===== src/rtl/saber_ctrl_pkg.sv =====
// saber_ctrl_pkg: Saber core command encoding, opcodes, sequencer states and the decapsulation program ROM.
package saber_ctrl_pkg;

    localparam int OP_W  = 5;
    localparam int ARG_W = 10;
    localparam int CMD_W = 3 * ARG_W + OP_W;

    localparam logic [OP_W-1:0] OP_BS2POLVECP = 5'd9;
    localparam logic [OP_W-1:0] OP_VMUL       = 5'd10;
    localparam logic [OP_W-1:0] OP_UNPACK     = 5'd11;
    localparam logic [OP_W-1:0] OP_COPY       = 5'd12;

    typedef struct packed {
        logic [ARG_W-1:0] arg2;
        logic [ARG_W-1:0] arg1;
        logic [ARG_W-1:0] arg0;
        logic [OP_W-1:0]  op;
    } cmd_word_t;

    typedef enum logic [2:0] {
        S_IDLE, S_ISSUE, S_WAIT_DONE, S_HOLD, S_CLEAR, S_WAIT_LOW, S_GAP, S_FINISH
    } seq_state_t;

    localparam int DEC_PROG_LEN = 4;

    localparam cmd_word_t DEC_PROG [DEC_PROG_LEN] = '{
        '{10'd512, 10'd0,   10'd0,   OP_BS2POLVECP},
        '{10'd0,   10'd0,   10'd512, OP_VMUL},
        '{10'd512, 10'd120, 10'd0,   OP_UNPACK},
        '{10'd516, 10'd4,   10'd136, OP_COPY}
    };

    // Out-of-range indices read as the zero word instead of wrapping.
    function automatic cmd_word_t dec_prog_word(input logic [2:0] idx);
        return (idx < 3'(DEC_PROG_LEN)) ? DEC_PROG[idx[1:0]] : '0;
    endfunction

endpackage


===== src/rtl/done_select.sv =====
// done_select: picks the core completion flag that belongs to an opcode; unknown opcodes select a constant 0.
module done_select
    import saber_ctrl_pkg::*;
(
    input  logic [OP_W-1:0] op,
    input  logic            done_shake,
    input  logic            done_vmul,
    input  logic            done_addround,
    input  logic            done_addpack,
    input  logic            done_bs2polvecp,
    input  logic            done_unpack,
    output logic            done_sel
);

    logic unused_done;

    assign unused_done = done_shake ^ done_addround ^ done_addpack;

    always_comb begin
        done_sel = (op == OP_BS2POLVECP)                 ? done_bs2polvecp :
                   (op == OP_VMUL)                       ? done_vmul       :
                   (op == OP_UNPACK || op == OP_COPY)    ? done_unpack     : 1'b0;
    end

endmodule


===== src/rtl/kem_dec_sequencer.sv =====
// kem_dec_sequencer: walks the Saber decapsulation command program through the core's
// issue/done/clear handshake with a per-wait watchdog, gating host RAM writes while busy.
module kem_dec_sequencer
    import saber_ctrl_pkg::*;
#(
    parameter int NUM_STEPS      = 4,
    parameter int TIMEOUT_CYCLES = 65535
) (
    input  logic             clk,
    input  logic             rst,
    input  logic             start,
    input  logic             abort,
    output logic             busy,
    output logic             done,
    output logic             error,
    output logic [2:0]       err_step,
    output logic [CMD_W-1:0] command_out,
    output logic             command_we0,
    output logic             command_we1,
    input  logic             done_shake,
    input  logic             done_vmul,
    input  logic             done_addround,
    input  logic             done_addpack,
    input  logic             done_bs2polvecp,
    input  logic             done_unpack,
    input  logic             host_wea,
    output logic             wea_ext,
    output logic             host_blocked
);

    localparam int              WD_W      = $clog2(TIMEOUT_CYCLES + 1);
    localparam logic [WD_W-1:0] WD_LAST   = WD_W'(TIMEOUT_CYCLES - 1);
    localparam logic [2:0]      LAST_STEP = 3'(NUM_STEPS - 1);

    seq_state_t      state_q, state_d;
    logic [2:0]      step_q, step_d;
    logic [WD_W-1:0] wd_q, wd_d;
    cmd_word_t       cmd_q, cmd_d, nxt_cmd;
    logic [OP_W-1:0] op_q, op_d;
    logic            we0_q, we0_d;
    logic            busy_q, busy_d;
    logic            done_q, done_d;
    logic            error_q, error_d;
    logic [2:0]      err_step_q, err_step_d;
    logic            blocked_q, blocked_d;
    logic            sel_done;
    logic            timeout;

    done_select u_done_select (
        .op              (op_q),
        .done_shake      (done_shake),
        .done_vmul       (done_vmul),
        .done_addround   (done_addround),
        .done_addpack    (done_addpack),
        .done_bs2polvecp (done_bs2polvecp),
        .done_unpack     (done_unpack),
        .done_sel        (sel_done)
    );

    always_comb begin
        state_d    = state_q;
        step_d     = step_q;
        error_d    = error_q;
        err_step_d = err_step_q;
        timeout    = 1'b0;
        case (state_q)
            S_IDLE:      if (start && !abort) begin
                             state_d = S_ISSUE;
                             step_d  = '0;
                             error_d = 1'b0;
                         end
            S_ISSUE:     state_d = S_WAIT_DONE;
            S_WAIT_DONE: if (sel_done) state_d = S_HOLD; else timeout = (wd_q == WD_LAST);
            S_HOLD:      state_d = S_CLEAR;
            S_CLEAR:     state_d = S_WAIT_LOW;
            S_WAIT_LOW:  if (!sel_done) state_d = S_GAP; else timeout = (wd_q == WD_LAST);
            S_GAP:       if (step_q == LAST_STEP) state_d = S_FINISH;
                         else begin
                             state_d = S_ISSUE;
                             step_d  = step_q + 3'd1;
                         end
            default:     state_d = S_IDLE;
        endcase
        if (timeout) begin
            state_d    = S_IDLE;
            error_d    = 1'b1;
            err_step_d = step_q;
        end
        // Abort wins over everything, including a timeout in the same cycle.
        if (abort && state_q != S_IDLE) begin
            state_d    = S_IDLE;
            error_d    = error_q;
            err_step_d = err_step_q;
        end
        wd_d      = (state_d != state_q) ? '0 :
                    (state_q == S_WAIT_DONE || state_q == S_WAIT_LOW) ? wd_q + 1'b1 : wd_q;
        nxt_cmd   = dec_prog_word(step_d);
        cmd_d     = (state_d == S_ISSUE) ? nxt_cmd :
                    (state_d == S_WAIT_DONE || state_d == S_HOLD) ? cmd_q : '0;
        op_d      = (state_d == S_ISSUE) ? nxt_cmd.op : op_q;
        // Write enable stays up after any run so the core keeps seeing the zero word.
        we0_d     = (state_d != S_IDLE) || (state_q != S_IDLE) || we0_q;
        busy_d    = !(state_d == S_IDLE || state_d == S_FINISH);
        done_d    = (state_d == S_FINISH);
        blocked_d = host_wea && busy_q;
    end

    always_ff @(posedge clk or posedge rst) begin
        if (rst) begin
            state_q    <= S_IDLE;
            step_q     <= '0;
            wd_q       <= '0;
            cmd_q      <= '0;
            op_q       <= '0;
            we0_q      <= 1'b0;
            busy_q     <= 1'b0;
            done_q     <= 1'b0;
            error_q    <= 1'b0;
            err_step_q <= '0;
            blocked_q  <= 1'b0;
        end else begin
            state_q    <= state_d;
            step_q     <= step_d;
            wd_q       <= wd_d;
            cmd_q      <= cmd_d;
            op_q       <= op_d;
            we0_q      <= we0_d;
            busy_q     <= busy_d;
            done_q     <= done_d;
            error_q    <= error_d;
            err_step_q <= err_step_d;
            blocked_q  <= blocked_d;
        end
    end

    assign busy         = busy_q;
    assign done         = done_q;
    assign error        = error_q;
    assign err_step     = err_step_q;
    assign command_out  = cmd_q;
    assign command_we0  = we0_q;
    assign command_we1  = 1'b0;
    assign host_blocked = blocked_q;
    assign wea_ext      = host_wea & ~busy_q;

endmodule


===== config.mk =====
export PLATFORM = sky130hd
export DESIGN_NAME = kem_dec_sequencer
export DESIGN_NICKNAME = d
export VERILOG_FILES = /design/src/rtl/saber_ctrl_pkg.sv /design/src/rtl/done_select.sv /design/src/rtl/kem_dec_sequencer.sv
export SDC_FILE = /design/constraint.sdc
export NUM_CORES = 1
export LEC_CHECK = 0
export CELL_PAD_IN_SITES_DETAIL_PLACEMENT = 2
export CELL_PAD_IN_SITES_GLOBAL_PLACEMENT = 2
export CORE_MARGIN = 2
export CORE_UTILIZATION = 32
export DETAILED_ROUTE_END_ITERATION = 10
export MAX_ROUTING_LAYER = met4
export PLACE_DENSITY = 0.9
export SLEW_MARGIN = 10
export SYNTH_ARGS = -nofsm -noshare
export SYNTH_HDL_FRONTEND = slang
export SYNTH_SLANG_ARGS = --single-unit

===== constraint.sdc =====
create_clock -name clk -period 2.3 [get_ports clk]
set_clock_uncertainty 0.05 [all_clocks]
set_input_delay 0.46 -clock clk [delete_from_list [all_inputs] [get_ports clk]]
set_output_delay 0.46 -clock clk [all_outputs]
set_load 0.05 [all_outputs]

Yosys cells after proc, flatten, opt, wreduce, memory -nomap -nowiden
Cells that the tools add are included.
{ "totals": {"memories": 0, "word_cells": 87, "romBits": 0, "output_inout_bits": 45, "input_bits": 11, "latch_bits": 0, "regBits": 70, "ram_bits": 0} }
{ "op_classes": {"reduce_logical": 20, "eq_ne": 18, "bitwise_logic": 4, "n_mul": 0, "muxes": 27, "n_addsub": 2, "shifts": 0, "n_lt_le_gt_ge": 2, "div_mod_pow": 0} }
{ "ops": {"columns": ["operator", "count"], "rows": [
  ["$mux 35", 5],
  ["$bmux 35 s2", 1],
  ["$mux 16", 2],
  ["$mux 3", 8],
  ["$pmux 3 s7", 1],
  ["$eq 5x4->1 const B", 4],
  ["$add 16x1->16 const B", 1],
  ["$eq 16x16->1 const B", 1],
  ["$eq 3x2->1 const B", 5],
  ["$eq 3x3->1 const B", 4],
  ["$mux 1", 8],
  ["$eq 3x1->1 const B", 2],
  ["$logic_not 3->1", 2],
  ["$logic_or 1x1->1", 6],
  ["$pmux 3 s2", 1],
  ["$reduce_bool 2->1", 3],
  ["$reduce_bool 3->1", 2],
  ["$add 3x1->3 const B", 1],
  ["$ge 3x3->1 const B", 1],
  ["$logic_and 1x1->1", 3],
  ["$lt 3x3->1 const B", 1],
  ["$ne 3x3->1", 1],
  ["$not 2->3", 1],
  ["$reduce_and 3->1", 1],
  ["6 further kinds", 8]
]} }

Logic depth before layout (Yosys ltp)
Gate-level depths: netlist (run 1).
{ "depth": {"ltp_word": 13, "depth_mapped": 12, "depth_no_buf": 10} }

Cells and area by module
From an unflattened synthesis (run 1), not the netlist that was laid out.
{ "hier_totals": {"cells_unflattened": 233, "area_unflattened_um2": 2437.3} }
{ "by_module_without_submodules": {"columns": ["module", "seq_area_each_um2", "instances", "area_each_um2", "cells_each"], "rows": [
  ["kem_dec_sequencer", 1026.0, 1, 2367.3, 226],
  ["done_select", 0.0, 1, 70.1, 7]
]} }

Worst setup path after synthesis (run 1)
Ideal clock, no wire load.
{ "synth_path": {"path_kind": "input to register", "startpoint": "input port done_vmul", "endpoint": "register wd_q[0]", "slack_ps": 212, "stages": 7, "required_time_ps": 2170, "path_buffers": 1, "arrival_ps": 1958, "cell_sequence": "or3_4 -> and2_4 -> a311o_1 -> o311ai_2 -> o2111ai_4 -> buf_6 -> nor3_2"} }
{ "synth_via": {"elab_chain_cells": 8, "elab_cells_between_ends": 13, "classes_between": "eq/ne (1); mux (11); reduce/logical (1)"} }
{ "synth_lines": {"columns": ["item", "line_no", "rtl"], "rows": [
  ["from (decl)", "kem_dec_sequencer.sv:21", "input logic done_vmul,"],
  ["$mux 1 (*)", "done_select.sv:21", "(op == OP_VMUL) ? done_vmul :"],
  ["$mux 1 (*)", "done_select.sv:20", "done_sel = (op == OP_BS2POLVECP) ? done_bs2polvecp :"],
  ["$mux 3 (tied with other cells)", "kem_dec_sequencer.sv:76", "S_WAIT_LOW: if (!sel_done) state_d = S_GAP; else timeout = (wd_q == WD_LAST);"],
  ["$pmux 3 s7 or $pmux 1 s2 (tied branches)", "kem_dec_sequencer.sv:66", "case (state_q)"],
  ["$mux 3 (*)", "kem_dec_sequencer.sv:84", "if (timeout) begin"],
  ["$mux 3 (*)", "kem_dec_sequencer.sv:90", "if (abort && state_q != S_IDLE) begin"],
  ["$ne 3x3->1 (*)", "kem_dec_sequencer.sv:95", "wd_d = (state_d != state_q) ? '0 :"],
  ["$mux 16 or $reduce_bool 2->1 (tied branches)", null, null],
  ["to (signal assigned)", "kem_dec_sequencer.sv:124", "wd_q <= wd_d;"],
  ["to (decl)", "kem_dec_sequencer.sv:37", "logic [WD_W-1:0] wd_q, wd_d;"]
]} }
Mark *: on every way between the ends. The rest lies on a longest branch, timed or not.
A chain may end at the register's enable or synchronous reset.

Worst setup path in the final report (run 1)
{ "layout_path": {"startpoint": "register state_q[0]", "endpoint": "register wd_q[3]"} }
{ "layout_via": {"elab_chain_cells": 6, "elab_cells_between_ends": 20, "classes_between": "eq/ne (7); mux (8); reduce/logical (5)"} }
{ "layout_lines": {"columns": ["item", "line_no", "rtl"], "rows": [
  ["from (decl)", "kem_dec_sequencer.sv:35", "seq_state_t state_q, state_d;"],
  ["from (signal assigned)", "kem_dec_sequencer.sv:122", "state_q <= state_d;"],
  ["$eq 3x3->1 (tied with other cells)", "kem_dec_sequencer.sv:66", null],
  ["$pmux 3 s7 or $pmux 1 s2 (tied branches)", "kem_dec_sequencer.sv:66", null],
  ["$mux 3", "kem_dec_sequencer.sv:84", null],
  ["$mux 3 (*)", "kem_dec_sequencer.sv:90", null],
  ["named net state_d[1]", "kem_dec_sequencer.sv:35", null],
  ["$ne 3x3->1 (*)", "kem_dec_sequencer.sv:95", null],
  ["$mux 16 or $reduce_bool 2->1 (tied branches)", null, null]
]} }
The timed path passes the listed nets; every way through them passes the cells marked *.

==> run summary, run 1 <==
CP peak stage delay: 0.44 ns
CP Max Fanout: 8
worst-margin pin slew: 0.553 ns
Register-to-Register Path Depth: 9
Worst EP arrival: 2.56 ns
family with the most delay on the worst path: compound AO/OA/AOI/OAI gates
RePlAce Congestion: 0.775
crit-path cells: buf_4 -> buf_4 -> xnor2_1 -> a31oi_2 -> o211ai_1 -> a21oi_4 -> xor2_4 -> clkbuf_16 -> nor3_2
critical path type: reg -> reg
Synth Instances: 246
Layout fillers: 815
Cell Count, Final, Fillers Out: 407
first-pass GRT wire length: 11.7 mm
sequential fraction of the synthesis area: 40.4%
Die ar.: 8660 um^2
Critical Path RT: 2.44 ns
Vias: 2037
DRC violations left: 0
register area: 1030 um^2
drt total wl: 8.45 mm
gr usage total: 17.8%
GRT overflow: 0
Crit Reg-Reg Endpoint: wd_q[3]
row cnt: 32
worst setup path end: wd_q[3]
CP Launch Type: register
async set or reset register ratio after synthesis: 100%
normalized max-slew margin: 63.2%
vias in the first global route: 2203
Placed Cells incl. Taps: 390
CTS clock-pin slew for the worst setup and hold paths: 0.08 ns
number of synthesized flops with an enable pin: 0
fmax: 0.413 GHz
H-tree depth: 2
Buf+Inv Stages, Crit Path: 3
NumNets Final: 323
Max Cap Viol: 0
Setup WS post-layout: -0.124 ns
Boundary Pins: 56
post-synth cell types: 56
Initial DRC Count: 37
Post-Syn Area: 2540 um^2
TritonCTS clock tree: built
multi-input logic area: 1480 um^2
final hold violations: 0
Yosys warning count: 0
DRT antenna net count: 0
pre-CTS setup slack: -0.404 ns
worst ir drop on vdd: 454 uV
Clock Tree Root: clkbuf_8
slowest CP cell: dfrtp_2
core area: 7690 um^2
RSZ-0062 raised after global routing: true
hold path depth: 1
Hold Crit Class: reg -> reg
Final HPWL DP: 4.93 mm
flop-to-flop setup slack: -0.12 ns
# diodes: 0
Die Wd: 93.1 um
setup tns final: -1.42 ns
Critical Path Most Common Cell: buf_4
Clock Latency Late Sink: 0.30 ns
Leak: 1.53 nW
Tcrit/Tclk final: 105%
Sink Count: 41
crit path from: state_q[0]
Initial Util: 33.0%
Final Critical Period: 2.42 ns
initial antenna violation count: 0
outcome: finished with violations
cts hold-fix bufs: 0
Port Buffers: 30
synthesized area per cell: 10.3 um^2
layout cell share with drive strength beyond 1: 34.8%
vias per inst: 5.00
WP depth: 9
pin count of the biggest net entering global routing: 42
total of flip-flops plus latches after synthesis: 41
Initial DRT Pass Iterations: 4
Cell Pwr Density: 1210 nW/um^2
Synth Flop Type: dfrtp_1
area grow syn2layout: 37.1%
violated checks: negative setup slack
CTS buffer count: 5
Slew Viols, Final: 0
Setup-failing EPs final: 16
die height: 93.1 um
Avg WL per Cell: 20.8 um
Setup crit end kind: register
Bufs on Longest Clock Path: 2
R2R Path Start: state_q[0]
==> cell usage in the layout (no fill, tap or decap), types with 3 or more instances in the layout <==
master / count
mux2_1: 3
buf_12: 3
nor3_2: 10
buf_4: 35
nand3_1: 7
dlymetal6s2s_1: 3
and3_1: 3
inv_1: 6
dfrtp_2: 7
conb_1: 22
a21oi_1: 4
dfrtp_1: 34
a22o_1: 8
ha_1: 7
clkbuf_8: 6
o21ai_0: 5
nor3_4: 6
xnor2_1: 4
nand2_1: 17
clkdlybuf4s50_1: 26
and2_4: 3
nand4_1: 5
nor2_1: 6
xor2_1: 12
a21o_1: 3
==> logic make-up (layout without fill, tap and decap cells) <==
kind of cell,count (synthesis),after routing,synth area share [%]
AOI/OAI and AO/OA,45,45,14.5
xor gates and xnor gates,17,17,6.16
adders and majority gates,8,8,3.94
buffers and inverters,48,86,12.6
DFF,41,41,40.4
muxes,3,3,1.33
other,1,22,0.148
and+or+nand+nor,83,83,20.9
==> registers in the layout, indices dropped and copies added, names as in the netlist <==
name / cells
busy: 1
command_out: 7
command_we0: 1
done: 1
err_step: 3
error: 1
host_blocked: 1
op_q: 4
state_q: 3
step_q: 3
wd_q: 16
==> layout make-up <==
| class | count | share of cell area, % |
|---|---|---|
| clock buffer | 7 | 2.48 |
| clock inverter | 1 | 0.863 |
| inverter | 7 | 0.755 |
| multi-input combinational | 178 | 42.6 |
| sequential | 41 | 29.7 |
| tap | 102 | 3.67 |
| timing repair buffer | 71 | 19.9 |
==> where the power goes <==
group / leakage [nW] / total [mW] / internal (mW) / switching, mW
registers: 0.544 / 0.949 / 0.829 / 0.120
clock network: 0.0585 / 0.620 / 0.354 / 0.265
logic: 0.927 / 2.65 / 1.11 / 1.54
total: 1.53 / 4.21 / 2.29 / 1.93
==> cell usage after synthesis (all sizes together) (2+ instances only) <==
cell    count  area (um^2)
a311oi      2         17.5
o21a        2         15.0
and2        4         28.8
a31oi       3         18.8
nand2      17         63.8
inv         7         26.3
a21o        3         22.5
nor2        9         33.8
or3         4         30.0
ha          8          100
and4        2         17.5
buf        40          289
a21oi       7         46.3
or3b        2         17.5
dfrtp      41         1030
xor2       13          121
nand2b      3         18.8
a22o       11         97.6
nor2b       3         18.8
nor3       16          130
o21ai       7         35.0
mux2        3         33.8
nor4        2         27.5
xnor2       4         35.0
nor3b       2         15.0
nand4       5         31.3
nand3       8         40.0
and3        3         18.8
==> metrics by stage <==
| step | utilization (%) | hold slack, ns | area [um^2] | power, mW |
|---|---|---|---|---|
| after floorplan | - | 0.422 | 2620 | 2.18 |
| after detailed placement | 39.4 | 0.427 | 3030 | 2.83 |
| after global placement | 39.4 | 0.405 | 3030 | 2.74 |
| final | 45.3 | 0.450 | 3480 | 4.21 |
| after global routing | 45.3 | 0.483 | 3480 | 4.42 |
| after CTS | 41.4 | 0.454 | 3190 | 3.54 |
==> worst min path at each step <==
stage | to | slack, ns | startpoint
CTS | err_step[1] | 0.45 | err_step[1]
global route | err_step[2] | 0.48 | err_step[2]
detailed placement | command_we0 | 0.43 | command_we0
finish | command_out[3] | 0.45 | command_out[3]
global placement | command_we0 | 0.41 | command_we0
floorplan | err_step[2] | 0.42 | step_q[2]
==> routing by layer <==
layer  GRT usage (%)  wire length [um]  vias up
met5               -                 0        -
met4            3.68               159        0
met3            2.42               153        8
met2            33.8              4930       32
met1            19.8              3210     1063
li1                -                 -      934
==> timing repair <==
| item | in CTS | in global routing |
|---|---|---|
| resized for setup | 10 | 43 |
| pin swaps | 1 | 8 |
| endpoints found under the setup margin | 15 | 31 |
| cloned | 0 | 2 |
| setup buffers | 0 | 7 |
(Power assumes the default switching activity.)
==> run 2: changes to the inputs <==
- GPL_TIMING_DRIVEN: not set -> 0
- clock period: 2.3 -> 2.42 ns (I/O delays scaled with it)
==> run 2 against run 1 <==
The flow now finishes without violations. Routed wire length decreased by 20%. Sequential cell count is the same. Global-route usage decreased by 0.82 points. Highest routed layer unchanged.
==> run summary, run 2 (synthesis results as in run 1) <==
outcome: completed (was finished with violations)
# diodes: 0 (unchanged)
TritonCTS clock tree: built (unchanged)
H-tree depth: 2 (unchanged)
worst-margin pin slew: 0.531 ns (was 0.553 ns)
Tcrit/Tclk final: 95.7%
Overall Power: 3.23 mW (was 4.21 mW)
RSZ-0062 raised after global routing: true (unchanged)
Initial DRT Pass Iterations: 4 (unchanged)
Placed Cells incl. Taps: 399 (was 390)
Register-to-Register Path Depth: 11 (was 9)
area grow syn2layout: 29.6% (was 37.1%)
initial antenna violation count: 0 (unchanged)
Final HPWL DP: 4.84 mm (was 4.93 mm)
pre-CTS setup slack: -0.313 ns (was -0.404 ns)
vias in the first global route: 2218 (was 2203)
Clock Tree Root: clkbuf_8 (unchanged)
pin count of the biggest net entering global routing: 31 (was 42)
RePlAce Congestion: 0.775 (about the same)
R2R Path Start: state_q[0] (unchanged)
Avg WL per Cell: 16.5 um (was 20.8 um)
max reg flops: 16 (unchanged)
vias per inst: 4.86 (was 5.00)
Slew Viols, Final: 0 (unchanged)
drt total wl: 6.80 mm (was 8.45 mm)
layout cell share with drive strength beyond 1: 29.8% (was 34.8%)
Cell Count, Final, Fillers Out: 411 (was 407)
cts hold-fix bufs: 0 (unchanged)
GRT overflow: 0 (unchanged)
Critical Path RT: 2.60 ns (was 2.44 ns)
Initial DRC Count: 54 (was 37)
Worst EP arrival: 2.49 ns (was 2.56 ns)
DRC violations left: 0 (unchanged)
Port Buffers: 29 (was 30)
Leak: 1.51 nW (was 1.53 nW)
gr usage total: 16.9% (was 17.8%)
Boundary Pins: 56 (unchanged)
Die ar.: 8660 um^2 (unchanged)
core area: 7690 um^2 (unchanged)
commonest non-fill, non-tap cells in the layout: dfrtp_1, buf_4, clkdlybuf4s50_1, conb_1, nand2_1 (was buf_4, dfrtp_1, clkdlybuf4s50_1, conb_1, nand2_1)
row cnt: 32 (unchanged)
critical path type: in -> reg (was reg -> reg)
Setup WS post-layout: 0.105 ns (was -0.124 ns)
Setup crit end kind: register (unchanged)
first-pass GRT wire length: 11.4 mm (was 11.7 mm)
CTS buffer count: 5 (unchanged)
Vias: 1996 (was 2037)
fmax: 0.432 GHz
CP Max Fanout: 10 (was 8)
CTS clock-pin slew for the worst setup and hold paths: 0.08 ns (about the same)
worst ir drop on vdd: 361 uV (was 454 uV)
normalized max-slew margin: 64.6% (was 63.2%)
DRT antenna net count: 0 (unchanged)
flop-to-flop setup slack: 0.13 ns (was -0.12 ns)
Clock Latency Late Sink: 0.31 ns (was 0.30 ns)
Max Cap Viol: 0 (unchanged)
Initial Util: 33.0% (unchanged)
Setup-failing EPs final: 0 (was 16)
die height: 93.1 um (unchanged)
Hold Crit Class: in -> async (was reg -> reg)
NumNets Final: 327 (was 323)
Final Critical Period: 2.32 ns
Cell Pwr Density: 983 nW/um^2 (was 1210 nW/um^2)
Bufs on Longest Clock Path: 2 (unchanged)
Sink Count: 41 (unchanged)
commonest non-fill, non-tap cell in the layout: dfrtp_1 (was buf_4)
final hold violations: 0 (unchanged)
CP Launch Type: primary input (was register)
Biggest register: wd_q (unchanged)
Die Wd: 93.1 um (unchanged)
Crit Reg-Reg Endpoint: op_q[0] (was wd_q[3])
-- run 2: metrics by stage --
stage / util (%) / setup TNS [ns] / hold slack, ns / area, um^2
6_report: 42.8 / 0 / 0.378 / 3290
3_3_place_gp: 39.5 / -5.62 / 0.407 / 3040
2_1_floorplan: - / 0 / 0.422 / 2620
5_1_grt: 42.8 / -0.119 / 0.374 / 3290
4_1_cts: 41.4 / 0 / 0.388 / 3190
3_5_place_dp: 39.7 / -6.75 / 0.418 / 3060
-- run 2: how the worst max path moves through the flow --
| stage | startpoint | endpoint | slack (ns) | depth (start not counted) |
|---|---|---|---|---|
| global placement | done_vmul | wd_q[1] | -0.27 | 8 |
| floorplan | done_vmul | wd_q[0] | 0.31 | 7 |
| global route | wd_q[4] | wd_q[10] | -0.03 | 8 |
| detailed placement | done_vmul | wd_q[4] | -0.31 | 8 |
| finish | done_vmul | wd_q[4] | 0.10 | 8 |
| CTS | wd_q[4] | err_step[1] | 0.0008 | 7 |
-- run 2: power breakdown --
group / switching [mW] / leakage [nW] / internal (mW)
logic: 1.14 / 0.900 / 0.715
clock network: 0.255 / 0.0542 / 0.258
registers: 0.0805 / 0.552 / 0.780
-- run 2: per-layer routing --
layer	up-vias	global-route usage [%]	routed length (um)
li1	938	-	-
met1	1021	19.4	2750
met2	28	31.1	3790
met3	9	2.66	168
met4	0	4.04	93
met5	-	-	0
-- run 2: cell type report --
cell class	instances	area [um^2]
Inverter	7	26.3
Multi-Input combinational cell	178	1330
Clock buffer	7	96.3
Clock inverter	1	5.00
Sequential cell	41	1030
Tap cell	102	128
Buffer	40	303
Fill cell	848	4400
Timing Repair Buffer	35	372
-- run 2: repair_timing --
| action | 4_1_cts | 5_1_grt |
|---|---|---|
| resized for setup | 9 | 14 |
| endpoints found under the setup margin | 23 | 26 |
| buffers inserted | 0 | 5 |
| pin swaps | 0 | 4 |
-- run 2: worst max-delay path: stages --
cell and delay [ns]:
clkdlybuf4s50_1 0.40, or3_4 0.35, and2_4 0.19, a311o_1 0.36, o311ai_2 0.11, o2111ai_4 0.20
buf_6 0.20, nor3_2 0.19
